### config.mk
export PLATFORM = sky130hd
export DESIGN_NAME = sx_exu_fpu_sched
export DESIGN_NICKNAME = d
export VERILOG_FILES = /design/src/rtl/sx_exu_fpu_sched.sv
export SDC_FILE = /design/constraint.sdc
export NUM_CORES = 1
export LEC_CHECK = 0
export CORE_MARGIN = 5
export CORE_UTILIZATION = 30
export CTS_CLUSTER_DIAMETER = 100
export CTS_CLUSTER_SIZE = 14
export DETAILED_ROUTE_END_ITERATION = 10
export PLACE_DENSITY = 0.63
export SKIP_CTS_REPAIR_TIMING = 1
export SYNTH_ARGS = -nofsm -noshare
export SYNTH_HDL_FRONTEND = slang
export SYNTH_SLANG_ARGS = --single-unit
### constraint.sdc
create_clock -name clk -period 10.15 [get_ports clk]
set_clock_uncertainty 0.05 [all_clocks]
set_input_delay 2.03 -clock clk [delete_from_list [all_inputs] [get_ports clk]]
set_output_delay 2.03 -clock clk [all_outputs]
set_load 0.1 [all_outputs]
### src/rtl/sx_exu_fpu_sched.sv
`default_nettype none
// ============================================================================
// sx_exu_fpu_sched: in-order FP op queue, single-issue FPU scheduler, result
// writeback with flush handling. Optional sticky flags: SX_FPU_FFLAGS_EN.
// Revision: 1.0
// ============================================================================
module sx_exu_fpu_sched #(
  parameter int DEPTH = 2,
  parameter int TAGW  = 5
) (
  input  logic            clk,
  input  logic            rst_l,
  input  logic            dec_valid,
  output logic            dec_ready,
  input  logic [2:0]      dec_op,
  input  logic [31:0]     dec_rs1,
  input  logic [31:0]     dec_rs2,
  input  logic [TAGW-1:0] dec_tag,
  input  logic            flush,
  output logic [2:0]      fpu_op,
  output logic [31:0]     fpu_rs1,
  output logic [31:0]     fpu_rs2,
  output logic            fpu_cancel,
  output logic            fpu_wb_ready,
  input  logic            fpu_busy,
  input  logic            fpu_result_ready,
  input  logic [31:0]     fpu_rd,
  input  logic [4:0]      fpu_status,
  output logic            wb_valid,
  input  logic            wb_ready,
  output logic [31:0]     wb_data,
  output logic [TAGW-1:0] wb_tag,
  output logic [4:0]      fflags,
  output logic            idle
);

  localparam int AW = $clog2(DEPTH);
  localparam logic [AW:0] PTR_ONE = {{AW{1'b0}}, 1'b1};

  typedef enum logic [1:0] {
    IDLE  = 2'd0,
    ISSUE = 2'd1,
    WAIT  = 2'd2,
    WB    = 2'd3
  } state_t;

  state_t state, state_nxt;

  logic [2:0]      q_op  [DEPTH];
  logic [31:0]     q_rs1 [DEPTH];
  logic [31:0]     q_rs2 [DEPTH];
  logic [TAGW-1:0] q_tag [DEPTH];

  logic [AW:0]     wr_ptr, rd_ptr;
  logic [AW-1:0]   head;
  logic [TAGW-1:0] inflight_tag;
  logic            empty, full, push, issue, capture, wb_done;

  assign head    = rd_ptr[AW-1:0];
  assign empty   = (wr_ptr == rd_ptr);
  assign full    = (wr_ptr[AW] != rd_ptr[AW]) && (wr_ptr[AW-1:0] == rd_ptr[AW-1:0]);
  assign push    = dec_valid && dec_ready;
  assign issue   = rst_l && (state == ISSUE) && !fpu_busy && !flush && !empty;
  assign capture = (state == WAIT) && fpu_result_ready && !flush;
  assign wb_done = (state == WB) && wb_ready && !flush;

  assign dec_ready    = rst_l && !full && !flush;
  assign fpu_op       = issue ? q_op[head]  : 3'b000;
  assign fpu_rs1      = issue ? q_rs1[head] : 32'd0;
  assign fpu_rs2      = issue ? q_rs2[head] : 32'd0;
  assign fpu_cancel   = rst_l && (state == WAIT) && flush;
  assign fpu_wb_ready = rst_l && (state == WAIT);
  assign idle         = (state == IDLE) && empty;

  // Storage carries no reset; validity is defined solely by the pointers.
  always_ff @(posedge clk) begin
    if (push) begin
      q_op[wr_ptr[AW-1:0]]  <= dec_op;
      q_rs1[wr_ptr[AW-1:0]] <= dec_rs1;
      q_rs2[wr_ptr[AW-1:0]] <= dec_rs2;
      q_tag[wr_ptr[AW-1:0]] <= dec_tag;
    end
  end

  always_ff @(posedge clk) begin
    if (!rst_l || flush) begin
      wr_ptr <= '0;
      rd_ptr <= '0;
    end else begin
      if (push)  wr_ptr <= wr_ptr + PTR_ONE;
      if (issue) rd_ptr <= rd_ptr + PTR_ONE;
    end
  end

  always_ff @(posedge clk) begin
    if (!rst_l) state <= IDLE;
    else        state <= state_nxt;
  end

  // A same-cycle push counts as "non-empty" so issue can follow in the next cycle.
  always_comb begin
    state_nxt = state;
    if (flush) begin
      state_nxt = IDLE;
    end else begin
      case (state)
        IDLE:    if (!empty || push) state_nxt = ISSUE;
        ISSUE:   if (issue) state_nxt = WAIT;
        WAIT:    if (fpu_result_ready) state_nxt = WB;
        WB:      if (wb_ready) state_nxt = (!empty || push) ? ISSUE : IDLE;
        default: state_nxt = IDLE;
      endcase
    end
  end

  always_ff @(posedge clk) begin
    if (!rst_l) begin
      wb_valid     <= 1'b0;
      wb_data      <= 32'd0;
      wb_tag       <= '0;
      inflight_tag <= '0;
    end else begin
      if (issue) inflight_tag <= q_tag[head];
      if (capture) begin
        wb_valid <= 1'b1;
        wb_data  <= fpu_rd;
        wb_tag   <= inflight_tag;
      end else if (flush || wb_done) begin
        wb_valid <= 1'b0;
      end
    end
  end

`ifdef SX_FPU_FFLAGS_EN
  logic [4:0] fflags_q;

  always_ff @(posedge clk) begin
    if (!rst_l)       fflags_q <= 5'd0;
    else if (capture) fflags_q <= fflags_q | fpu_status;
  end

  assign fflags = fflags_q;
`else
  logic unused_status;

  assign unused_status = ^fpu_status;
  assign fflags        = 5'd0;
`endif

endmodule
`default_nettype wire

Word level (Yosys, flattened, before mapping)
Memory sizes are Yosys's and may differ from the RTL's. A register that Yosys moved wholly into a read port is not among the register bits.
Cells that the tools add are included.
{ "op_classes": {"add_sub_neg": 2, "n_eq_ne": 10, "muxes": 19, "n_bitwise": 1, "reduce_logical": 28} }
{ "ops": {"columns": ["cell", "n"], "rows": [
  ["$mux 32", 2],
  ["$logic_and 1x1->1", 15],
  ["$mux 1", 11],
  ["$mux 2", 4],
  ["$pmux 2 s4", 1],
  ["$logic_not 1->1", 6],
  ["$ne 2x2->1 const B", 3],
  ["$add 2x1->2 const B", 2],
  ["$eq 2x2->1 const B", 2],
  ["$reduce_and 4->1", 1],
  ["$logic_or 1x1->1", 3],
  ["$mux 3", 1],
  ["$eq 2x1->1 const B", 1],
  ["$eq 2x2->1", 1],
  ["$logic_not 2->1", 1],
  ["$ne 2x1->1 const B", 1],
  ["$reduce_bool 2->1", 1],
  ["$reduce_or 2->1", 1],
  ["$eq 1x1->1", 1],
  ["$ne 1x1->1", 1],
  ["$not 1->1", 1]
]} }
{ "word_totals": {"regBits": 44, "ram_bits": 144, "in_bits": 116, "mem_count": 4} }
{ "mem_list": {"columns": ["name", "words", "width", "rd", "rd_clocked_by_memory_dff", "write_ports", "line", "rtl"], "rows": [
  ["q_rs1", 2, 32, 1, 1, 1, "50", "logic [31:0] q_rs1 [DEPTH];"],
  ["q_rs2", 2, 32, 1, 1, 1, "51", "logic [31:0] q_rs2 [DEPTH];"],
  ["q_tag", 2, 5, 1, 1, 1, "52", "logic [TAGW-1:0] q_tag [DEPTH];"],
  ["q_op", 2, 3, 1, 1, 1, "49", "logic [2:0] q_op [DEPTH];"]
]} }

Depth between registers and ports, before layout
Gate-level depths: netlist of the first run.
{ "logic_depth": {"word_depth": 10, "mapped_depth": 8, "ltp_nobuf": 6} }

Worst setup path after synthesis of the first run
OpenSTA, ideal clock, no wires.
{ "synth_timing": {"path_type": "input-to-reg", "start": "in flush", "end": "mem q_op[1][0] (enable)", "setup_ns": 0.614, "arrival_ns": 7.676, "slack_ns": 1.810, "cell_stages": 2, "cell_sequence": "nand3b_1 > a211oi_1"} }
{ "synth_via": {"elab_chain_cells": 5} }
{ "synth_rtl": {"columns": ["item", "line", "rtl"], "rows": [
  ["start: declaration", "19", "input logic flush,"],
  ["$logic_not 1->1", "67", "assign dec_ready = rst_l && !full && !flush;"],
  ["$logic_and 1x1->1", "67", null],
  ["$logic_and 1x1->1", "62", "assign push = dec_valid && dec_ready;"],
  ["$mux 1", "77", "if (push) begin"],
  ["$mux 1 (implied by the code)", "78", "q_op[wr_ptr[AW-1:0]] <= dec_op;"],
  ["end: declaration", "49", null]
]} }
Every way passes these cells.

Final worst setup path of the first run
{ "layout_timing": {"start": "in rst_l", "end": "out fpu_op[2]"} }
{ "layout_via": {"elab_chain_cells": 5} }
{ "layout_rtl": {"columns": ["item", "line", "rtl"], "rows": [
  ["start: declaration", "12", "input logic rst_l,"],
  ["$logic_and 1x1->1 (4 in series)", "63", "assign issue = rst_l && (state == ISSUE) && !fpu_busy && !flush && !empty;"],
  ["$mux 3", "68", "assign fpu_op = issue ? q_op[head] : 3'b000;"],
  ["end: declaration", "20", "output logic [2:0] fpu_op,"]
]} }
Every way passes these cells.

==> results of run 1 <==
## power by group through the flow
stage / logic [mW] / clock network [mW] / registers, mW
after floorplan: 0.0305 / 0 / 0.883
after detailed placement: 0.0837 / 0 / 0.881
final: 0.0830 / 0.698 / 0.863
after global routing: 0.0888 / 0.759 / 0.864
after CTS: 0.0842 / 0.720 / 0.863
after global placement: 0.0822 / 0 / 0.881
## routing by layer
layer,GRT usage,up-vias
li1,-,2349
met1,0.155,2207
met2,0.189,175
met3,0.0518,19
met4,0.0381,2
met5,0,-
## critical path, cell delays in order
cell             delay [ps]
clkdlybuf4s50_1         450
buf_4                   390
nor4bb_1                670
o21ai_4                 380
buf_4                   400
nor2_1                  200
clkdlybuf4s50_1        1170
## layout make-up
type                    count  share of cell area
flip-flops and latches    194               0.501
clock inverters            15              0.0187
clock buffers              17              0.0400
inverters                   4             0.00141
well taps                 324              0.0381
multi-input cells         316               0.190
repair buffers            226               0.211
## registers in the layout, summed over array words and instances, names as in the netlist, named ones only
| signal | flops |
|---|---|
| wb_valid | 1 |
| q_rs2 | 64 |
| rd_ptr | 2 |
| wb_tag | 5 |
| state | 2 |
| wb_data | 32 |
| q_tag | 10 |
| wr_ptr | 2 |
| q_rs1 | 64 |
| q_op | 6 |
| inflight_tag | 5 |
## metrics by stage
stage,total power [mW],utilization,cells,cell area [µm²]
global placement,0.963,0.410,1064,10000
finish,1.64,0.436,1096,10600
floorplan,0.914,-,549,7480
global route,1.71,0.436,1096,10600
detailed placement,0.965,0.410,1064,10000
CTS,1.67,0.436,1096,10600
## worst paths after layout
kind | slack, ps | endpoint
max | 2350 | fpu_op[2]
min | 410 | wb_data[19]$_SDFFE_PN0P_
min reg2reg | 410 | wb_data[19]$_SDFFE_PN0P_
max reg2reg | 7370 | q_tag[0][1]$_DFFE_PP_
## placed cells by master (no fill, tap or decap), drive strengths merged, types with 6 or more instances in the layout
master / Yosys / final
clkinv: 0 / 6
inv: 4 / 13
mux2i: 72 / 72
clkbuf: 25 / 17
nand2: 81 / 81
buf: 10 / 7
nor2: 74 / 74
edfxtp: 144 / 144
dfxtp: 50 / 50
clkdlybuf4s50: 0 / 219
a21boi: 39 / 39
## cell families (layout without fill, tap and decap cells)
group           Yosys count  count (layout)
mux                      72              72
compound gates           55              55
xor+xnor                  8               8
buf+inv                  39             262
fa+ha+maj                 5               5
other cells               1               5
flops                   194             194
simple gates            171             171
==> flow_summary.yaml, run 1 <==
synth:
  synth-adder-area-share: 0.00838
  async_flop_share: 0
  synth-compound-area-share: 0.0565
  syn_inst: 545
  synthXorXnorAreaFrac: 0.00938
  synthTopCellsByArea: "edfxtp_1 (58%), dfxtp_1 (13%), mux2i_1 (9.6%), nand2_1 (4.1%), a21boi_0 (3.8%)"
  synth.distinct_cells: 36
  synth_most_common_cell: "edfxtp_1"
  syn-cell-area_um2: 7470
  yosys.area.top_type: "edfxtp_1"
  synth-simple-area-share: 0.0930
  yosys_register_bits: 194
  synth_warnings: 0
  synth_top_family_by_area: "multiplexers"
  synth_edf_count: 144
  ys_top_cells_by_count: "edfxtp_1 (144), nand2_1 (81), nor2_1 (74), mux2i_1 (72), dfxtp_1 (50)"
  synth_mux_area_frac: 0.0965
  avgSynthCellArea_um2: 13.7
  synth_ff_type: "edfxtp_1"
  synth_top_area_share: 0.579
  ys_seq_area_frac: 0.713
floorplan:
  start_util: 0.306
  top_level_ports: 230
  coreArea_um2: 24400
  dieArea_um2: 28200
  fp-row-count: 57
  die_w_um: 168
  die_y_um: 168
routing:
  met1_length_mm: 7.95
  routed.top_layer: "met5"
  vias: 4752
  wl_met3_mm: 1.62
  wl_met2_mm: 7.79
  first_pass_iters: 7
  viasPerCell: 4.34
  finalWirelength_mm: 17.6
  drc: 0
  avgRoutedWirePerCell_um: 16.1
  drt_iter0_drc: 195
  ant_nets: 0
global_route:
  grt.total_usage: 0.122
  grt_pass1_wl_mm: 27.0
  grt_pass1_vias: 4764
  antenna_found_initial: 1
  grt_max_degree: 50
  gr-total-overflow: 0
critical_path:
  critPathMaxFanout: 49
  cp.arrival_ps: 5720
  cp-startpoint: "rst_l"
  required_ps: 8070
  cp-start-kind: "input pin"
  worstSetupPathType: "input pin to output port"
  cp-end-kind: "output port"
  reg2reg_depth: 4
  r2r_start: "rd_ptr[0]$_SDFFE_PP0P_"
flow_run:
  drv_cap: 0
pwr:
  peakVddDrop_uv: 89.2
  power_leakage_nw: 3.41
  p_per_area_nw_per_um2: 155
  clkPwrFrac: 0.425
  p_comb_frac: 0.050
  p_switching_mw: 0.395
  p_int_mw: 1.25
  p_seq_frac: 0.525
  switching_share: 0.241
hold_path:
  hold_depth: 2
  hold_class: "register to register"
  min_from: "wb_data[19]$_SDFFE_PN0P_"
clock_network:
  clkTransAtPathRegs_ps: 80
  clock_sinks: 194
  root_buffer: "clkbuf_16"
  clkLatencyLatePin_ps: 430
  numCtsBuffers: 17
  clockBufferDepth: 2
  cts_tree: "built"
  h-tree-depth: 4
sta:
  hold_violations: 0
  holdWs_ps: 414
  timing.fmax_mhz: 128
  relSlewSlack: 0.283
  fin_setup_tns_ps: 0
  rsz0062_at_grt: "no"
  slew_viol_final: 0
  worst_slew_pin_slew_ps: 1070
  setup_viol: 0
  period_share: 0.769
  period_needed_ps: 7800
  worst_slack_ps: 2350
layout:
  final_nets: 880
  syn2layout_area_growth_pct: 42.4
  drive_above_1_share: 0.0583
  antennaDiodeCount: 0
  nFillCells: 2251
  multi_input_area_um2: 2020
  seq_area_um2: 5330
placement:
  placement.io_buffers: 219
  place.gp.congestion: 0.688
  pre_cts_ws_ps: 2270
  hpwl_mm: 11.5
outcome:
  status: "finished clean"
(Power assumes the default switching activity.)
==> inputs of run 2 (changes only) <==
==> constraint.sdc (replaced) <==
create_clock -name clk -period 8 [get_ports clk]
set_clock_uncertainty 0.05 [all_clocks]
set_input_delay 1.6 -clock clk [delete_from_list [all_inputs] [get_ports clk]]
set_output_delay 1.6 -clock clk [all_outputs]
set_load 0.1 [all_outputs]
==> run 2 against run 1 <==
Worst hold slack got worse by 1.4 ps. Final cell count unchanged. Final area shrank 1.4%. Global-route usage grew 0.18 points. Wire length is 1.1% lower. Non-clock buffer count is the same. Die area is the same. First-iteration DRC count shrank 6.2%. Count of clock-buffer cells in the layout unchanged. Clock power increased by 29%. Largest cell class unchanged.
==> flow_summary.yaml, run 2 (synthesis gave the netlist of run 1 again) <==
outcome:
  status: "finished clean"
global_route:
  grt_max_degree: 50
  grt_pass1_vias: 5015
  gr-total-overflow: 0
  grt_pass1_wl_mm: 27.5
  grt.total_usage: 0.124
  antenna_found_initial: 0
critical_path:
  cp.arrival_ps: 4460
  reg2reg_depth: 4
  cp-end-kind: "output port"
  cp-start-kind: "input pin"
  critPathMaxFanout: 49
  required_ps: 6350
  worstSetupPathType: "input pin to output port"
clock_network:
  h-tree-depth: 4
  clkTransAtPathRegs_ps: 80
  root_buffer: "clkbuf_16"
  cts_tree: "built"
  clockBufferDepth: 2
  clkLatencyLatePin_ps: 420
  numCtsBuffers: 17
  clock_sinks: 194
sta:
  period_needed_ps: 6110
  setup_viol: 0
  slew_viol_final: 0
  period_share: 0.764
  fin_setup_tns_ps: 0
  worst_slew_pin_slew_ps: 1020
  timing.fmax_mhz: 164
  hold_violations: 0
  relSlewSlack: 0.316
  rsz0062_at_grt: "no"
layout:
  layout_common_cells: "clkdlybuf4s50_1 (152), edfxtp_1 (144), nand2_1 (81), buf_4 (74), nor2_1 (73)"
  final_common_cell: "clkdlybuf4s50_1"
  design_area_um2: 10500
  drive_above_1_share: 0.145
  syn2layout_area_growth_pct: 40.4
  final_nets: 880
  antennaDiodeCount: 0
hold_path:
  hold_class: "register to register"
  hold_depth: 2
floorplan:
  start_util: 0.306
  fp-row-count: 57
  coreArea_um2: 24400
  die_y_um: 168
  die_w_um: 168
  dieArea_um2: 28200
  top_level_ports: 230
routing:
  avgRoutedWirePerCell_um: 15.9
  vias: 4741
  viasPerCell: 4.33
  drt_iter0_drc: 183
  drc: 0
  finalWirelength_mm: 17.4
  ant_nets: 0
  first_pass_iters: 4
flow_run:
  drv_cap: 0
placement:
  hpwl_mm: 11.6
  placement.io_buffers: 219
  dpl_cell_area_um2: 9840
  place.gp.congestion: 0.688
pwr:
  power_leakage_nw: 3.56
  peakVddDrop_uv: 141
  p_per_area_nw_per_um2: 200
-- run 2: cell types whose count changed in the layout (fill, tap and decap cells not counted) --
cell	previous run	this run
buf_4	7	74
clkdlybuf4s50_1	219	152
inv_8	3	5
bufinv_16	0	1
clkinv_4	1	0
clkinv_8	5	4
inv_6	3	2
-- run 2: metrics by stage --
| step | total power [mW] | utilization | worst slack [ps] | std cells | hold WS [ps] |
|---|---|---|---|---|---|
| 6_report | 2.10 | 0.430 | 1890 | 1096 | 412 |
| 4_1_cts | 2.13 | 0.430 | 1820 | 1096 | 418 |
| 3_5_place_dp | 1.22 | 0.404 | 1820 | 1064 | 406 |
| 3_3_place_gp | 1.22 | 0.404 | 1800 | 1064 | 400 |
| 5_1_grt | 2.19 | 0.430 | 1580 | 1096 | 432 |
| 2_1_floorplan | 1.16 | - | 89.7 | 549 | 391 |
-- run 2: per-layer routing --
layer	vias up	part of all wire	GRT usage
li1	2348	-	-
met1	2214	0.44	0.153
met2	170	0.47	0.203
met3	9	0.086	0.0485
met4	0	0.0067	0.0318
met5	-	0	0
-- run 2: worst max-delay path, stage by stage --
cell,delay [ps]
clkdlybuf4s50_1,450
buf_4,380
nor4bb_1,680
o21ai_4,390
buf_4,410
nor2_1,220
buf_4,320
-- run 2: path summary, 6_finish.rpt --
path                            slack (ps)                    start                 endpoint
worst max-delay path                  1890                    rst_l              fpu_rs2[20]
worst min-delay path                   410  wb_data[3]$_SDFFE_PN0P_  wb_data[3]$_SDFFE_PN0P_
worst max register to register        5190   rd_ptr[0]$_SDFFE_PP0P_    q_tag[0][3]$_DFFE_PP_
worst min register to register         410  wb_data[3]$_SDFFE_PN0P_  wb_data[3]$_SDFFE_PN0P_
-- run 2: power by group --
part	total, mW	switching (mW)	leakage (nW)	internal (mW)
registers	1.09	0.00287	1.71	1.09
logic	0.105	0.0471	1.54	0.0582
clock network	0.900	0.435	0.312	0.466
-- run 2: area by class of cell --
cell class,count,area [µm²]
fill,2294,13900
inverter,4,15.0
timing repair buffer,226,2080
multi-input combinational,316,2020
clock inverter,15,218
clock buffer,17,425
sequential,194,5330
tap,324,405
